$ cat config.mk
export PLATFORM = sky130hd
export DESIGN_NAME = regfile_write_arbiter
export DESIGN_NICKNAME = d
export VERILOG_FILES = /design/src/rtl/mips_pkg.sv /design/src/rtl/rr_arbiter2.sv /design/src/rtl/regfile_write_arbiter.sv
export SDC_FILE = /design/constraint.sdc
export NUM_CORES = 1
export LEC_CHECK = 0
export BUFFER_PORTS_ARGS = -buffer_cell sky130_fd_sc_hd__buf_2
export CAP_MARGIN = 20
export CORE_MARGIN = 1.5
export CORE_UTILIZATION = 39
export DETAILED_ROUTE_END_ITERATION = 8
export GPL_TIMING_DRIVEN = 1
export PLACE_DENSITY = 0.8
export SKIP_CTS_REPAIR_TIMING = 1
export SLEW_MARGIN = 20
export SYNTH_ARGS = -nofsm -noshare
export SYNTH_HDL_FRONTEND = slang
export SYNTH_SLANG_ARGS = --single-unit
export TNS_END_PERCENT = 10
$ cat constraint.sdc
create_clock -name clk -period 1.8 [get_ports clk]
set_clock_uncertainty 0.2 [all_clocks]
set_input_delay 0.36 -clock clk [delete_from_list [all_inputs] [get_ports clk]]
set_output_delay 0.36 -clock clk [all_outputs]
set_load 0.02 [all_outputs]
$ cat src/rtl/mips_pkg.sv
// rtl/mips_pkg.sv - shared widths, register-0 index and requester IDs for the writeback path
package mips_pkg;

    localparam int DATA_W = 16;
    localparam int ADDR_W = 3;

    localparam logic [2:0] ZERO_REG = 3'd0;

    typedef logic req_id_t;
    localparam req_id_t REQ_ALU = 1'b0;
    localparam req_id_t REQ_MEM = 1'b1;

endpackage

$ cat src/rtl/rr_arbiter2.sv
// rtl/rr_arbiter2.sv - two-way round-robin grant with last-grant flop (ALU vs memory load)
module rr_arbiter2
    import mips_pkg::*;
(
    input  logic clk,
    input  logic rst_n,
    input  logic stall,
    input  logic a_valid,
    input  logic b_valid,
    output logic grant_a,
    output logic grant_b
);

    req_id_t last_grant;
    logic    enable;

    assign enable  = rst_n && !stall;

    // Under contention the requester that did not win last time goes first.
    assign grant_a = enable && a_valid && (!b_valid || (last_grant == REQ_MEM));
    assign grant_b = enable && b_valid && (!a_valid || (last_grant == REQ_ALU));

    always_ff @(posedge clk) begin
        if (!rst_n) begin
            last_grant <= REQ_MEM;
        end else if (grant_a) begin
            last_grant <= REQ_ALU;
        end else if (grant_b) begin
            last_grant <= REQ_MEM;
        end
    end

endmodule

$ cat src/rtl/regfile_write_arbiter.sv
// rtl/regfile_write_arbiter.sv - shares the RegisterFile write port between ALU and load writeback
// Optional read-port forwarding of the in-flight write is enabled with RF_BYPASS_EN.
module regfile_write_arbiter #(
    parameter int DATA_W       = mips_pkg::DATA_W,
    parameter int ADDR_W       = mips_pkg::ADDR_W,
    parameter int ZERO_DISCARD = 1,
    parameter int CNT_W        = 8
) (
    input  logic              clk,
    input  logic              rst_n,
    input  logic              stall,
    input  logic              a_valid,
    input  logic [ADDR_W-1:0] a_reg,
    input  logic [DATA_W-1:0] a_data,
    output logic              a_ready,
    input  logic              b_valid,
    input  logic [ADDR_W-1:0] b_reg,
    input  logic [DATA_W-1:0] b_data,
    output logic              b_ready,
    output logic              RegWrite,
    output logic [ADDR_W-1:0] write_register,
    output logic [DATA_W-1:0] write_data,
    input  logic [ADDR_W-1:0] rd_reg_1,
    input  logic [ADDR_W-1:0] rd_reg_2,
    input  logic [DATA_W-1:0] rf_data_1,
    input  logic [DATA_W-1:0] rf_data_2,
    output logic [DATA_W-1:0] fwd_data_1,
    output logic [DATA_W-1:0] fwd_data_2,
    output logic [CNT_W-1:0]  conflict_cnt
);
    import mips_pkg::*;

    logic              grant_a;
    logic              grant_b;
    logic              transfer;
    logic              discard;
    logic              regwrite_q;
    logic [ADDR_W-1:0] win_reg;
    logic [DATA_W-1:0] win_data;

    rr_arbiter2 u_arb (
        .clk     (clk),
        .rst_n   (rst_n),
        .stall   (stall),
        .a_valid (a_valid),
        .b_valid (b_valid),
        .grant_a (grant_a),
        .grant_b (grant_b)
    );

    assign a_ready  = grant_a;
    assign b_ready  = grant_b;
    assign transfer = grant_a || grant_b;
    assign win_reg  = grant_a ? a_reg  : b_reg;
    assign win_data = grant_a ? a_data : b_data;
    assign discard  = (ZERO_DISCARD != 0) && (win_reg == ADDR_W'(ZERO_REG));

    always_ff @(posedge clk) begin
        if (!rst_n) begin
            regwrite_q     <= 1'b0;
            write_register <= '0;
            write_data     <= '0;
            conflict_cnt   <= '0;
        end else begin
            if (transfer) begin
                regwrite_q     <= !discard;
                write_register <= win_reg;
                write_data     <= win_data;
            end else begin
                regwrite_q     <= 1'b0;
            end
            if (a_valid && b_valid && !stall && (conflict_cnt != {CNT_W{1'b1}})) begin
                conflict_cnt <= conflict_cnt + 1'b1;
            end
        end
    end

    // A beat already in the output register must not commit while reset is held.
    assign RegWrite = regwrite_q && rst_n;

`ifdef RF_BYPASS_EN
    logic hit_1;
    logic hit_2;
    logic zero_blocked;

    assign zero_blocked = (ZERO_DISCARD != 0) && (write_register == ADDR_W'(ZERO_REG));
    assign hit_1        = RegWrite && !zero_blocked && (write_register == rd_reg_1);
    assign hit_2        = RegWrite && !zero_blocked && (write_register == rd_reg_2);
    assign fwd_data_1   = hit_1 ? write_data : rf_data_1;
    assign fwd_data_2   = hit_2 ? write_data : rf_data_2;
`else
    logic unused_rd;

    assign unused_rd  = ^{rd_reg_1, rd_reg_2};
    assign fwd_data_1 = rf_data_1;
    assign fwd_data_2 = rf_data_2;
`endif

endmodule

Yosys cells after proc, flatten, opt, wreduce, memory -nomap -nowiden
Cells that the tools add are included.
{"block": "totals", "register_bits": 29, "latch_bits": 0, "ramBits": 0, "rom_bits": 0, "inputBits": 81, "out_inout_bits": 62, "wordCells": 31, "mem_count": 0}
{"block": "classes", "add_sub_neg": 1, "n_mul": 0, "div": 0, "n_lt_le_gt_ge": 0, "n_eq_ne": 1, "shifts": 0, "muxes": 4, "bitwise": 1, "reduce_logical": 19}
{"cell": "16-bit 2-to-1 mux", "n": 1}
{"cell": "1-bit logical AND", "n": 9}
{"cell": "8-bit by 1-bit adder with 8-bit output (second input constant)", "n": 1}
{"cell": "8-bit inequality test (second input constant)", "n": 1}
{"cell": "1-bit zero test", "n": 4}
{"cell": "3-bit zero test", "n": 1}
{"cell": "1-bit logical OR", "n": 3}
{"cell": "3-bit 2-to-1 mux", "n": 1}
{"cell": "1-bit 2-to-1 mux", "n": 2}
{"cell": "2-bit AND reduction", "n": 1}
{"cell": "2-bit nonzero test", "n": 1}
{"cell": "1-bit NOT", "n": 1}

Logic depth before layout (Yosys ltp)
{"block": "logic_depth", "depth_word": 7, "depth_mapped": 5, "ltp_nobuf": 4}

Hierarchy
From an unflattened synthesis, not the netlist that was laid out.
{"block": "hier_totals", "hier_cells": 195, "area_unflattened_um2": 1605.3}
{"module": "regfile_write_arbiter", "n_inst": 1, "cells_each": 186, "area_per_inst_um2": 1534.0, "seq_area_each_um2": 560.5}
{"module": "rr_arbiter2", "n_inst": 1, "cells_each": 9, "area_per_inst_um2": 71.3, "seq_area_each_um2": 20.0}

Least setup slack after synthesis
No wires, ideal clock.
{"block": "synth_timing", "kind": "in2out", "startpoint": "input b_valid", "endpoint": "output a_ready", "arrival_time_ns": 1.265, "required_time_ns": 1.240, "slack_ns": -0.025, "stages": 5, "n_path_buf": 2, "cell_sequence": "nor2b_1 > buf_6 > or3_4 > buf_6 > inv_1"}
{"block": "synth_via", "elab_chain_len": 3}
{"element": "start: declaration", "line_no": "regfile_write_arbiter.sv:16", "rtl": "input logic b_valid,"}
{"element": "1-bit zero test", "line_no": "rr_arbiter2.sv:20", "rtl": "assign grant_a = enable && a_valid && (!b_valid || (last_grant == REQ_MEM));"}
{"element": "1-bit logical OR", "line_no": "rr_arbiter2.sv:20"}
{"element": "1-bit logical AND", "line_no": "rr_arbiter2.sv:20"}
{"element": "end: declaration", "line_no": "regfile_write_arbiter.sv:15", "rtl": "output logic a_ready,"}
No other way between the ends.

Worst setup path in the final report
{"block": "layout_timing", "startpoint": "register u_arb.last_grant", "endpoint": "output a_ready"}
{"block": "layout_via", "elab_chain_len": 2}
{"element": "start: declaration", "line_no": "rr_arbiter2.sv:14", "rtl": "req_id_t last_grant;"}
{"element": "start signal: assignment", "line_no": "rr_arbiter2.sv:25", "rtl": "last_grant <= REQ_MEM;"}
{"element": "start signal: assignment", "line_no": "rr_arbiter2.sv:27", "rtl": "last_grant <= REQ_ALU;"}
{"element": "start signal: assignment", "line_no": "rr_arbiter2.sv:29", "rtl": "last_grant <= REQ_MEM;"}
{"element": "1-bit logical OR", "line_no": "rr_arbiter2.sv:20"}
{"element": "1-bit logical AND", "line_no": "rr_arbiter2.sv:20"}
No other way between the ends.

==> impl_results.md <==
- Number of DRC markers in iteration 0: 68
- Initial antenna violation count: 0
- Critical path required time: 1240 ps
- Cell area after layout: ~2100 um^2
- Largest net degree at the start of global routing: 26
- Critical path peak fanout: 4
- GRT Max-Usage Layer: met2
- 1st-pass router iterations: 4
- # rows: 24
- Cell variety after synth: 36
- Crit path DAT: approximately 1300 ps
- DIE HEIGHT: 70.07 um
- CP Class: reg -> out
- Post-Route Setup TNS: -52.21 ps
- H-tree depth: 2
- RSZ-0062 raised after global routing: yes
- Grt ovf: 0
- EDFF count, synth: 0
- R2R setup slack: 200 ps
- P&R area growth vs syn: 21.11%
- Final setup violating endpoints: 1
- GPL Wtd Cong: roughly 0.88
- Final cycle utilization of the critical path: 102.9%
- Leak: 0.0009290 uW
- Die extent in x: 70.07 um
- First-pass GRT wire length: ~7500 um
- Cells after Synth: between 200 and 250
- DRC viols: 0
- Number of CTS-inserted buffers: 5
- Hold Path Class: in -> reg
- IO Port Bufs: 72
- Post-Syn Nets: 290
- GRT Overall Usage: 19.10%
- Core Util, Final: 48.79%
- Routed WL: 4643 um
- Met1 usage: 23.24%
- CP peak stage delay: roughly 400 ps
- Status: finished, violations left
- Via count: 1750
- Post-Syn Area: 1754 um^2
- Worst-path clk slew: 60 ps
- Synth Flop Type: dfxtp_1
- Crit path launch type: flop
- Clock Latency Late Sink: 280 ps
- Share of cells above drive strength 1: 41.41%
- Grt met2 use: 30.69%
- Vias in the first global route: 1647
- Seq/Total Area, Yosys: 33.10%
- Nets: 337
- Max Fclk: 0.5399 GHz
- Root Buffer: clkbuf_8
- Max_cap viols: 0
- Total Die Area: 4909 um^2
- Failing checks: negative setup slack
- Filler cell count: 428
- Final hold vios: 0
- Antenna diode count: 0
- Post-Place Cells: 299
- CP Capture Type: output port
- Via density per instance: 5.682
- Post-DP HPWL: roughly 3300 um
- CP max-delay cell: or3_4
- Post-route setup slack: -52.21 ps
- Routed Antenna Nets: 0
- FF+latch count, synth: 29
- Slew margin rel.: between 60% and 70%
- Non-Filler Instances: around 310
- M3 GR Usage: 6.926%
- Total power divided by cell area: 794.5 nW/um^2
- Worst-margin pin slew: 446.7 ps
- Initial Utilization: between 40% and 50%
- WL per Instance: 15.07 um
- Place WS: 26.91 ps
- Ys Warns: 0
- Async set-reset flop share out of synthesis: 0%
- Final min period: 1852 ps
- Bufs on Longest Clock Path: 2
- Area post-placement: ~2000 um^2
- Maximum VDD drop: 0.0004424 V
- Core area: 4354 um^2
- Synth Area per Inst: about 8.4 um^2
- Clock Sinks: 29
- CP cell instances: nor2b_4, or3_4, inv_2, buf_6
- CTS tree: yes
- I/O pin cnt: 143
- Slew Limit Fails: 0
## path summary, 6_finish.rpt
check,cells past startpoint,end,from
setup / recovery,4,a_ready,u_arb.last_grant$_SDFFE_PN1P_
hold / removal,3,regwrite_q$_SDFF_PN0_,a_reg[1]
setup reg to reg,4,conflict_cnt[3]$_SDFFE_PN0P_,conflict_cnt[0]$_SDFFE_PN0P_
hold reg to reg,2,write_data[9]$_SDFFE_PN0P_,write_data[9]$_SDFFE_PN0P_
## layer usage
metal  wire, um  part of all wire [%]
met4         87                   1.9
met3        316                   6.8
met5          0                     0
met1       2028                    44
met2       2211                    48
## cells in the final DEF (no fill, tap or decap), types with 2 or more instances in the layout
master,synthesis,layout
a211oi_1,3,3
a21oi_1,2,2
a311oi_1,2,2
a31oi_1,18,18
a31oi_2,4,4
and2_1,3,2
and3_1,4,4
and3b_1,2,2
buf_2,6,70
buf_4,32,17
clkbuf_8,0,6
dfxtp_1,29,28
mux2i_1,3,3
nand2_1,9,9
nand2b_1,3,3
nand3_1,19,19
nand3b_1,2,2
nor2_1,2,2
o21ai_0,19,19
o31ai_1,18,18
## synth_stat cells, types with 4 or more instances
cell type,number,area (um^2)
nand3_1,19,95.09
buf_4,32,240.2
clkbuf_1,8,30.03
buf_2,6,30.03
and3_1,4,25.02
nand2_1,9,33.78
o31ai_1,18,135.1
dfxtp_1,29,580.6
a31oi_1,18,112.6
a31oi_2,4,50.05
o21ai_0,19,95.09
## through the flow
step	hold slack (ps)	power [uW]
after floorplan	300.8	965.9
after global placement	276.5	988.4
after global routing	134.8	1776
after detailed placement	281.8	993.7
after CTS	125.6	1693
final	131.9	1688
## cell families (layout without fill, tap and decap cells)
family / after synthesis / in the layout / synth area share (%)
flip-flops: 29 / 29 / 33.10
AND/OR/NAND/NOR: 53 / 53 / 17.19
AO/OA/AOI/OAI: 71 / 71 / 27.82
buffers and inverters: 51 / 99 / 19.47
adder cells (fa/ha/maj): 1 / 1 / 0.7132
multiplexers: 3 / 3 / 1.712
## flip-flops by register name, summed over array words and instances, names as in the netlist
name,count
regwrite_q,1
write_register,3
write_data,16
u_arb.last_grant,1
conflict_cnt,8
## worst max-delay path: cells and delay by family (launching register included)
family,cells,cell delay (ps)
and+or+nand+nor,2,440
DFF,1,370
buffers and inverters,2,190
## layout make-up
cell class | instances | area, um^2 | area share [%]
Clock buffer | 7 | 86.33 | 4.064
Inverter | 2 | 7.507 | 0.3534
Multi-Input combinational cell | 128 | 842.1 | 39.63
Clock inverter | 1 | 30.03 | 1.413
Sequential cell | 29 | 584.3 | 27.50
Timing Repair Buffer | 89 | 509.2 | 23.97
Tap cell | 52 | 65.06 | 3.062
## power breakdown
group / total, uW / leakage, uW / switching [uW] / internal, uW
logic: 298 / 0.000634 / 169 / 129
clock network: 700 / 0.0000585 / 249 / 451
registers: 690 / 0.000237 / 16.5 / 674
total: 1690 / 0.000929 / 435 / 1250
(Power assumes the default switching activity.)
